File: src/rtl/fht_in_mix_pipe.sv
// fht_in_mix_pipe: input mixing stage of the FHT butterfly.
// Routes each lane's four bank words onto the sum / cosine / sine operand
// ports according to sector and zero-stage mode. Optionally negates the
// sine-path operand with saturation. The result sits in a one-deep output
// register backed by a skid register, so oREADY comes straight from a flop.
module fht_in_mix_pipe #(
  parameter int D_BIT   = 17,
  parameter int SEC_BIT = 9,
  parameter int LANES   = 1
) (
  input  logic                     iCLK,
  input  logic                     iRESET,
  input  logic                     iVALID,
  output logic                     oREADY,
  input  logic                     iST_ZERO,
  input  logic [SEC_BIT-1:0]       iSECTOR,
  input  logic                     iINV,
  input  logic [4*LANES*D_BIT-1:0] iBANK,
  output logic                     oVALID,
  input  logic                     iREADY,
  output logic [LANES*D_BIT-1:0]   oY_0,
  output logic [LANES*D_BIT-1:0]   oY_1,
  output logic [LANES*D_BIT-1:0]   oY_2,
  output logic [SEC_BIT-1:0]       oSECTOR,
  output logic                     oSAT
);

  localparam int LW = LANES * D_BIT;
  localparam logic [D_BIT-1:0] S_MIN = {1'b1, {(D_BIT-1){1'b0}}};
  localparam logic [D_BIT-1:0] S_MAX = {1'b0, {(D_BIT-1){1'b1}}};

  typedef struct packed {
    logic [LW-1:0]      y0;
    logic [LW-1:0]      y1;
    logic [LW-1:0]      y2;
    logic [SEC_BIT-1:0] sec;
  } beat_t;

  beat_t in_beat;
  beat_t out_q;
  beat_t skid_q;
  logic  in_sat;
  logic  out_vld;
  logic  skid_vld;
  logic  rdy_q;
  logic  sat_q;
  logic  accept;
  logic  load;

  // Route every lane's banks for the beat currently presented on the inputs.
  always_comb begin
    logic [D_BIT-1:0] b0, b1, b2, b3, y2;
    // NOTE: every variable gets a default first so no path infers a latch.
    in_beat     = '0;
    in_sat      = 1'b0;
    b0          = '0;
    b1          = '0;
    b2          = '0;
    b3          = '0;
    y2          = '0;
    in_beat.sec = iSECTOR;
    for (int l = 0; l < LANES; l++) begin
      b0 = iBANK[(4*l+0)*D_BIT +: D_BIT];
      b1 = iBANK[(4*l+1)*D_BIT +: D_BIT];
      b2 = iBANK[(4*l+2)*D_BIT +: D_BIT];
      b3 = iBANK[(4*l+3)*D_BIT +: D_BIT];
      if (iST_ZERO) begin
        in_beat.y0[l*D_BIT +: D_BIT] = b0;
        in_beat.y1[l*D_BIT +: D_BIT] = b1;
        y2 = '0;
      end else if (iSECTOR == SEC_BIT'(0)) begin
        in_beat.y0[l*D_BIT +: D_BIT] = b0;
        in_beat.y1[l*D_BIT +: D_BIT] = b1;
        y2 = b1;
      end else if (iSECTOR == SEC_BIT'(1)) begin
        in_beat.y0[l*D_BIT +: D_BIT] = b1;
        in_beat.y1[l*D_BIT +: D_BIT] = b0;
        y2 = b2;
      end else if (iSECTOR[0]) begin
        in_beat.y0[l*D_BIT +: D_BIT] = b0;
        in_beat.y1[l*D_BIT +: D_BIT] = b1;
        y2 = b2;
      end else begin
        in_beat.y0[l*D_BIT +: D_BIT] = b1;
        in_beat.y1[l*D_BIT +: D_BIT] = b0;
        y2 = b3;
      end
      // Zero-mode Y2 is already 0, and negating 0 leaves it 0 without saturating.
      if (iINV) begin
        if (y2 == S_MIN) begin
          y2     = S_MAX;
          in_sat = 1'b1;
        end else begin
          y2 = -y2;
        end
      end
      in_beat.y2[l*D_BIT +: D_BIT] = y2;
    end
  end

  assign accept = iVALID & rdy_q;
  assign load   = ~out_vld | iREADY;

  // Output/skid register pair: the skid catches a beat accepted while the output is held.
  always_ff @(posedge iCLK or negedge iRESET) begin
    if (!iRESET) begin
      // NOTE: data registers are cleared too because the outputs must read 0 during reset.
      out_q    <= '0;
      skid_q   <= '0;
      out_vld  <= 1'b0;
      skid_vld <= 1'b0;
      rdy_q    <= 1'b0;
      sat_q    <= 1'b0;
    end else begin
      // NOTE: non-blocking assignments so every flop samples pre-edge values.
      if (load) begin
        if (skid_vld) begin
          out_q   <= skid_q;
          out_vld <= 1'b1;
        end else begin
          out_vld <= accept;
          if (accept) out_q <= in_beat;
        end
      end
      if (skid_vld && load) begin
        skid_vld <= 1'b0;
      end else if (accept && !load) begin
        skid_q   <= in_beat;
        skid_vld <= 1'b1;
      end
      rdy_q <= ~((skid_vld | accept) & ~load);
      if (accept && in_sat) sat_q <= 1'b1;
    end
  end

  assign oREADY  = rdy_q;
  assign oVALID  = out_vld;
  assign oY_0    = out_q.y0;
  assign oY_1    = out_q.y1;
  assign oY_2    = out_q.y2;
  assign oSECTOR = out_q.sec;
  assign oSAT    = sat_q;

endmodule

File: config.mk
export PLATFORM = sky130hd
export DESIGN_NAME = fht_in_mix_pipe
export DESIGN_NICKNAME = d
export VERILOG_FILES = /design/src/rtl/fht_in_mix_pipe.sv
export SDC_FILE = /design/constraint.sdc
export NUM_CORES = 1
export LEC_CHECK = 0
export BUFFER_PORTS_ARGS = -buffer_cell sky130_fd_sc_hd__buf_2
export CORE_UTILIZATION = 55
export DETAILED_ROUTE_END_ITERATION = 10
export PLACE_DENSITY = 0.82
export SYNTH_ARGS = -nofsm -noshare
export SYNTH_HDL_FRONTEND = slang
export SYNTH_SLANG_ARGS = --single-unit
File: constraint.sdc
create_clock -name iCLK -period 2.33 [get_ports iCLK]
set_input_delay 0.1165 -clock iCLK [delete_from_list [all_inputs] [get_ports iCLK]]
set_output_delay 0.1165 -clock iCLK [all_outputs]
set_load 0.03 [all_outputs]
# Yosys cells after proc, flatten, opt, wreduce, memory -nomap -nowiden
# Index checks and enable logic that the tools add are counted.
[word_totals]
word_cells = 49
regBits = 124
input_bits = 83
[op_classes]
n_eq_ne = 2
bitwise_logic = 8
muxes = 17
n_reduce_logical = 9
add_sub_neg = 1
[ops]
columns = ["cell", "count"]
rows = [
  ["two-way mux 34 bit", 4],
  ["two-way mux 60 bit", 2],
  ["two-way mux 17 bit", 6],
  ["== test 17 bit (second input constant)", 1],
  ["negator 17 bit", 1],
  ["== test 9 x 1 -> 1 bit (second input constant)", 1],
  ["logical NOT 9 bit", 1],
  ["two-way mux 1 bit", 5],
  ["NOT 1 bit", 4],
  ["AND reduction 2 bit", 2],
  ["nonzero test 2 bit", 2],
  ["logical AND 1 bit", 3],
  ["AND 1 bit", 2],
  ["OR 1 bit", 2],
  ["logical NOT 1 bit", 1],
]

# Depth between registers and ports, before layout
# Gate-level depths: netlist (run 1).
[depth]
depth_word = 9
ltp_mapped = 10
depth_no_buf = 9

# Least setup slack after synthesis (run 1)
# Ideal clock, no wire load.
[synth_timing]
path_kind = "input -> register"
from = "input iSECTOR[8]"
to = "register skid_q[25] (netlist name)"
arrival_ps = 2748
t_required_ps = 2205
path_stages = 10
setup_time_ps = 125
slack_ps = -543
path_buffers = 1
cell_sequence = "nor4_4 -> clkbuf_1 -> nand2_1 -> a211oi_1 -> a211o_1 -> ha_1 -> nand3_1 -> nor4b_4 -> o21bai_1 -> mux2_2"
[synth_between]
elab_chain_cells = 7
[synth_rtl]
columns = ["item", "line", "rtl"]
rows = [
  ["start, declared", "16", "input logic [SEC_BIT-1:0] iSECTOR,"],
  ["== test 9 x 1 -> 1 bit", "75", "end else if (iSECTOR == SEC_BIT'(1)) begin"],
  ["two-way mux 17 bit", "75", ""],
  ["two-way mux 17 bit *", "71", "end else if (iSECTOR == SEC_BIT'(0)) begin"],
  ["two-way mux 17 bit *", "67", "if (iST_ZERO) begin"],
  ["negator 17 bit / == test 17 bit (equally long branches)", "94, 90", ""],
  ["two-way mux 17 bit", "90", "if (y2 == S_MIN) begin"],
  ["two-way mux 17 bit *", "89", "if (iINV) begin"],
  ["end signal, assigned", "128", "skid_q <= in_beat;"],
  ["end, declared", "41", "beat_t skid_q;"],
]
# Every way passes the cells marked *; elsewhere a longest branch is shown, timed or not.
# A chain may end at the register's enable or synchronous reset.

# Final worst setup path (run 1)
[layout_timing]
from = "input iSECTOR[1]"
to = "register skid_q[21] (netlist name)"
# The elaborated chain is that of the path after synthesis.

==> results of run 1 <==
-- registers in the layout (all words and copies together), names as in the netlist, 9 cells and up --
name and cells:
oSECTOR 9, oY_1 17, skid_q 60, oY_2 17, oY_0 17
-- cells by family (layout without fill, tap and decap cells) --
family | Yosys count | in the layout | synth area share
buffers and inverters | 52 | 248 | 0.0318
adder cells (fa/ha/maj) | 1 | 1 | 0.00195
AND/OR/NAND/NOR | 211 | 211 | 0.152
XOR/XNOR | 12 | 12 | 0.0164
AO/OA/AOI/OAI | 189 | 189 | 0.166
multiplexers | 89 | 89 | 0.147
flip-flops | 124 | 124 | 0.484
-- cells in the mapped netlist (all sizes together), types with 6 or more instances --
cell,instances
dfrtp,124
xnor2,6
and3,9
a31oi,9
mux2,43
nand3,13
a21oi,34
clkbuf,39
xor2,6
buf,7
o21ai,116
mux2i,46
nor2,37
nand3b,8
a311oi,6
nand2,124
-- worst paths after layout --
| kind | startpoint | end | slack [ns] | cells past startpoint |
|---|---|---|---|---|
| setup / recovery | iSECTOR[1] | skid_q[21]$_DFFE_PN0P_ | 0.18 | 13 |
| hold / removal | iBANK[2] | skid_q[45]$_DFFE_PN0P_ | 0.03 | 3 |
| setup reg to reg | oVALID$_DFFE_PN0P_ | oY_2[5]$_DFFE_PN0P_ | 0.72 | 5 |
| hold reg to reg | oSECTOR[5]$_DFFE_PN0P_ | oSECTOR[5]$_DFFE_PN0P_ | 0.47 | 2 |
| max in group asynchronous | iRESET | skid_q[36]$_DFFE_PN0P_ | 1.22 | 3 |
| min in group asynchronous | iRESET | oSECTOR[5]$_DFFE_PN0P_ | 0.35 | 2 |
-- per-layer routing --
layer,up-vias,part of all wire
met2,238,0.50
met3,36,0.067
met4,2,0.026
met1,2866,0.40
li1,2769,-
met5,-,0.00055
-- worst min-delay path, delay by kind of cell --
kind                   cells  cell delay [ns]
multiplexers               1             0.07
AO/OA/AOI/OAI              1             0.14
buffers and inverters      1             0.09
-- cells in the final DEF, fill, tap and decap left out, drive strengths merged, types with 13 or more instances in the layout --
cell type and count:
a21oi 34, buf 210, clkbuf 24, dfrtp 124
mux2 43, mux2i 46, nand2 124, nand3 13
nor2 37, o21ai 116
-- cell type report --
class,count,area [sq um]
Tap cell,143,179
Inverter,6,22.5
Timing Repair Buffer,211,1310
Clock inverter,7,87.6
Sequential cell,124,3100
Clock buffer,24,492
Fill cell,830,2990
Multi-Input combinational cell,502,3190
-- metrics by stage --
stage	utilization	hold WS [ns]
2_1_floorplan	-	-0.179
5_1_grt	0.737	0.0339
3_3_place_gp	0.686	0.262
6_report	0.737	0.0321
4_1_cts	0.737	0.0126
3_5_place_dp	0.686	0.272
-- power groups by stage --
stage | sequential, mW | clock (mW) | combinational, mW
finish | 3.12 | 2.57 | 2.53
global route | 3.19 | 2.68 | 2.74
CTS | 3.12 | 2.59 | 2.54
detailed placement | 3.15 | 0 | 2.52
global placement | 3.11 | 0 | 2.45
floorplan | 3.78 | 0 | 0.961
==> results.tsv, run 1 <==
stage	metric	value	unit
status	status	finished, final reports clean	
yosys	Post-synth EDFFs	0	
yosys	Syn Nets	762	
pwr	clock group share of total power	0.312	
detailed_routing	first drt pass iteration count	6	
detailed_routing	vias per cell	5.81	
sta	setup violators final	0	
detailed_routing	DRT antenna net count	0	
clock_tree	CTS tree	built	
clock_tree	Post CTS Setup Buffer Count	0	
die	Initial Util	0.564	
yosys	asr flop ratio synth	1.00	
sta	Final Worst Setup Slack	0.177	ns
pwr	P_sw	2.87	mW
sta	Least-Margin Pin Slew	0.853	ns
pwr	leak pwr	3.90	nW
die	FP Rows	39	
global_routing	total gr overflow	0	
yosys	Top FF cell, synth	dfrtp_1	
place	DP Wirelength	13300	um
die	core area	11400	sq um
global_routing	vias in the first global route	5748	
critical_path	Worst path most repeated cell	buf_4	
min_path	Hold Crit Class	primary input to flop	
yosys	Yosys cell types	48	
global_routing	GRT Total Usage	0.317	
critical_path	critical path class	primary input to flop	
critical_path	crit start category	primary input	
pwr	power per cell area	981	nW/um^2
sta	Tmin final	2.15	ns
global_routing	M2 GR Usage	0.538	
sta	RSZ-0062 raised after global routing	no	
cells_and_area	ratio of cells with drive above 1 in the final layout	0.342	
die	DIE HEIGHT	110	um
global_routing	largest net degree at the start of global routing	96	
detailed_routing	number of remaining DRC errors	0	
pwr	Seq pwr share	0.380	
cells_and_area	synth-to-layout area growth	30.8	%
critical_path	CP peak stage delay	0.37	ns
critical_path	worst path bufs/invs	4	
critical_path	Req. time, crit path	2.61	ns
clock_tree	Max Buffers Root-to-Sink	2	
sta	setup TNS	0	ns
global_routing	antenna violations before repair	1	
pwr	IR drop worst, VDD	0.000677	V
yosys	gate count after technology mapping	678	
critical_path	Crit. End Element	flop	
clock_tree	htree depth	4	
pwr	power consumption	8.22	mW
global_routing	gr busiest metal	met2	
clock_tree	clk root buf	clkbuf_16	
yosys	Synth area leaders	dfrtp_1 (48%), o21ai_0 (8.7%), mux2_2 (7.4%)	
detailed_routing	DR WL/cell	17.9	um
cells_and_area	post-route insts no fill	1017	
run	max capacitance violation total	0	
cells_and_area	Antenna diodes	0	
yosys	Syn. warnings	0	
pwr	Int Pwr	5.36	mW
detailed_routing	Routed Wire Length	18200	um
cells_and_area	nets	946	
global_routing	met3 GRT Util	0.0658	
place	placed instance area	7790	sq um
yosys	share of the synthesized area in the top cell type	0.484	
yosys	cell taking the most area after synthesis	dfrtp_1	
die	Die ar.	12100	sq um
die	Die X	110	um
sta	fmax	464	MHz
yosys	Seq cells post-synth	124	
clock_tree	Post-CTS Hold Fix Bufs	1	
critical_path	Crit-path slowest cell	a21oi_2	
sta	Final period util	0.924	
yosys	Post-Syn Area	6410	sq um
clock_tree	Clock Latency Late Sink	0.42	ns
yosys	Syn Area/Cell	9.46	sq um
critical_path	Max FO, Critical Path	13	
clock_tree	CTS buffer count	17	
pwr	power share of the combinational group	0.308	
sta	relative slew slack	0.431	
die	Ports	146	
critical_path	CP top delay family	compound AO/OA/AOI/OAI gates	
place	IO Port Bufs	145	
sta	final hold vios	0	
detailed_routing	Vias	5911	
clock_tree	CTS clk-pin slew, worst paths	0.06	ns
clock_tree	Sink Count	124	
place	pre-CTS setup slack	-0.270	ns
global_routing	first-pass GRT wire length	28500	um
global_routing	met1 Usage GRT	0.391	
sta	clk_skew	0.00623	ns
cells_and_area	Finished Cell Area	8380	sq um
critical_path	WP data arrival	2.43	ns
place	placed insts	985	
detailed_routing	DRT iter0 DRCs	282	
place	Final Wtd Congestion	0.899	
clock_tree	post-CTS sizing	0	
sta	Max Slew Vio Count	0	
yosys	post-synthesis sequential area ratio	0.484	
critical_path	worst path cell trace	buf_2 -> buf_12 -> nor4_4 -> buf_4 -> and3_1 -> a211oi_2 -> a211o_1 -> ha_4 -> nand3_4 -> nor4b_4 -> buf_4 -> a21oi_2 -> a21oi_1	
pwr	sw frac	0.348	
(Power assumes the default switching activity.)
==> inputs of run 2 (changes only) <==
--- a/config.mk
+++ b/config.mk
@@ -6,9 +6,9 @@
 export NUM_CORES = 1
 export LEC_CHECK = 0
 export BUFFER_PORTS_ARGS = -buffer_cell sky130_fd_sc_hd__buf_2
-export CORE_UTILIZATION = 55
+export CORE_UTILIZATION = 59
 export DETAILED_ROUTE_END_ITERATION = 10
-export PLACE_DENSITY = 0.82
+export PLACE_DENSITY = 0.87
 export SYNTH_ARGS = -nofsm -noshare
 export SYNTH_HDL_FRONTEND = slang
 export SYNTH_SLANG_ARGS = --single-unit
==> constraint.sdc (replaced) <==
create_clock -name iCLK -period 2.6 [get_ports iCLK]
set_input_delay 0.13 -clock iCLK [delete_from_list [all_inputs] [get_ports iCLK]]
set_output_delay 0.13 -clock iCLK [all_outputs]
set_load 0.03 [all_outputs]
==> run 2 against run 1 <==
Effect of this change:
- sequential share of layout area shrank 0.64 points
- sequential cell count unchanged
- global-route usage up 4.3 points
- first-iteration DRC count is 110% higher
- non-clock buffer count up 19
- via count is 6.2% higher
- clock power shrank 19%
- highest routed layer is now met4
==> results.tsv, run 2 (synthesis results as in run 1) <==
stage	metric	value	unit	change
clock_tree	Clock Latency Late Sink	0.53	ns	+0.11 ns
clock_tree	clk root buf	clkbuf_8		
detailed_routing	Vias	6277		+6.2%
global_routing	met3 GRT Util	0.0650		-0.000853
sta	Final period util	0.977		
cells_and_area	synth-to-layout area growth	33.0	%	
sta	setup violators final	0		unchanged
clock_tree	Max Buffers Root-to-Sink	2		unchanged
critical_path	Req. time, crit path	2.99	ns	+0.38 ns
sta	fmax	394	MHz	
critical_path	Reg-to-Reg Start	skid_vld$_DFFE_PN0P_		
min_path	Hold Crit Class	primary input to flop		
min_path	Worst Hold Endpoint	skid_q[45]$_DFFE_PN0P_		
cells_and_area	Reg area	3100	sq um	unchanged
die	Die ar.	11300	sq um	-6.7%
clock_tree	CTS tree	built		
sta	Least-Margin Pin Slew	0.859	ns	+0.00579 ns
cells_and_area	Largest Register	skid_q		
status	status	finished, final reports clean		
critical_path	crit start category	primary input		
detailed_routing	Routed Wire Length	20200	um	+11%
die	Ports	146		unchanged
global_routing	first-pass GRT wire length	30900	um	+8.4%
global_routing	met1 Usage GRT	0.436		+0.0455
cells_and_area	area occupied by multi-input gates	3190	sq um	about the same
pwr	power per cell area	847	nW/um^2	-14%
critical_path	R2R Setup Slk	0.48	ns	-0.24 ns
cells_and_area	commonest non-fill, non-tap cells in the layout	buf_2 (144), nand2_1 (124), dfrtp_1 (123)		
detailed_routing	DRT antenna net count	0		unchanged
cells_and_area	max reg flops	60		unchanged
die	Die X	106	um	-3.4%
sta	clk_skew	0.00837	ns	+0.00214 ns
detailed_routing	number of remaining DRC errors	0		unchanged
critical_path	CP Launch Point	iSECTOR[3]		
clock_tree	CTS buffer count	17		unchanged
die	FP Rows	37		-5.1%
cells_and_area	nets	965		+2.0%
place	DP Wirelength	13000	um	-2.5%
critical_path	Worst Reg2Reg Path Length in Cells	4		-1
pwr	power consumption	7.23	mW	-12%
clock_tree	htree depth	4		unchanged
detailed_routing	first drt pass iteration count	5		-1
critical_path	Max FO, Critical Path	18		+5
global_routing	M2 GR Usage	0.605		+0.0669
detailed_routing	vias per cell	6.09		+4.9%
critical_path	WP data arrival	2.93	ns	+0.50 ns
critical_path	FF-to-FF End	oY_0[4]$_DFFE_PN0P_		
pwr	leak pwr	3.91	nW	+0.21%
die	core area	10400	sq um	-8.4%
sta	final hold vios	0		unchanged
place	IO Port Bufs	145		unchanged
run	max capacitance violation total	0		unchanged
clock_tree	Sink Count	124		unchanged
sta	WHS	0.00179	ns	-0.0303 ns
die	DIE HEIGHT	106	um	-3.4%
detailed_routing	DRT iter0 DRCs	583		+110%
global_routing	gr busiest metal	met2		
pwr	IR drop worst, VDD	0.000552	V	-18%
min_path	hold_sp	iBANK[19]		
sta	Tmin final	2.54	ns	
global_routing	vias in the first global route	6232		+8.4%
place	Final Wtd Congestion	0.898		-0.20%
global_routing	largest net degree at the start of global routing	76		-21%
global_routing	total gr overflow	0		unchanged
cells_and_area	commonest non-fill, non-tap cell in the layout	buf_2		
critical_path	critical path class	primary input to flop		
clock_tree	CTS clk-pin slew, worst paths	0.06	ns	about the same
min_path	hold path depth	3		unchanged
sta	Max Slew Vio Count	0		unchanged
critical_path	Crit. End Element	flop		
global_routing	antenna violations before repair	0		-1
sta	relative slew slack	0.427		-0.00386
detailed_routing	DR WL/cell	19.6	um	+9.9%
cells_and_area	filler cell count	625		-25%
die	Initial Util	0.616		+0.0516
global_routing	GRT Total Usage	0.360		+0.0431
cells_and_area	ratio of cells with drive above 1 in the final layout	0.314		-0.0278
cells_and_area	Antenna diodes	0		unchanged
sta	setup TNS	0	ns	unchanged
-- run 2: changes by cell type in the layout (fill, tap and decap cells not counted), sizes merged --
cell / before / now
bufinv: 2 / 0
clkinv: 5 / 9
dlygate4sd3: 1 / 41
clkbuf: 24 / 20
buf: 210 / 188
clkinvlp: 1 / 4
inv: 5 / 6
-- run 2: routing by layer --
| layer | up-vias | routed length [um] | share of wire |
|---|---|---|---|
| met1 | 3002 | 7550 | 0.37 |
| li1 | 2804 | - | - |
| met5 | - | 0 | 0 |
| met2 | 389 | 10000 | 0.50 |
| met4 | 0 | 931 | 0.046 |
| met3 | 82 | 1700 | 0.084 |
-- run 2: stage by stage --
step | worst slack [ns] | util | instances | area [sq um]
after floorplan | 0.00191 | - | 678 | 6480
after global placement | 0.0173 | 0.717 | 944 | 7460
after detailed placement | -0.0532 | 0.717 | 944 | 7460
after CTS | 0.0493 | 0.806 | 1017 | 8390
after global routing | -0.0235 | 0.819 | 1030 | 8530
final | 0.0595 | 0.819 | 1030 | 8530
-- run 2: worst max path at each step --
stage | to | slack, ns | depth (start not counted)
2_1_floorplan | skid_q[25]$_DFFE_PN0P_ | 0.002 | 8
3_3_place_gp | skid_q[11]$_DFFE_PN0P_ | 0.02 | 10
3_5_place_dp | skid_q[13]$_DFFE_PN0P_ | -0.05 | 10
4_1_cts | skid_q[20]$_DFFE_PN0P_ | 0.05 | 10
5_1_grt | oY_1[1]$_DFFE_PN0P_ | -0.02 | 13
6_report | skid_q[50]$_DFFE_PN0P_ | 0.06 | 11
-- run 2: cell type report --
cell class,instances,share of cell area
Multi-Input combinational cell,502,0.374
Sequential cell,124,0.364
Timing Repair Buffer,230,0.179
Clock inverter,13,0.0114
Inverter,6,0.00264
Tap cell,136,0.0199
Clock buffer,19,0.0494
-- run 2: what timing repair did --
item | CTS | global route
hold endpoints to repair | 166 | 0
buffers inserted | 0 | 11
resized for setup | 0 | 9
endpoints found under the setup margin | 0 | 37
hold buffers | 41 | 0
-- run 2: critical path: stages --
cell	delay, ns
buf_2	0.11
dlygate4sd3_1	0.56
buf_4	0.16
nor4_4	0.18
buf_6	0.21
a21oi_1	0.11
nor3_4	0.26
clkbuf_16	0.22
mux2i_2	0.29
dlygate4sd3_1	0.60
o21ai_0	0.09
-- run 2: power breakdown --
| group | leakage (nW) | internal [mW] | switching, mW |
|---|---|---|---|
| combinational | 2.16 | 0.818 | 1.50 |
| sequential | 1.50 | 2.49 | 0.335 |
| clock | 0.244 | 1.17 | 0.909 |
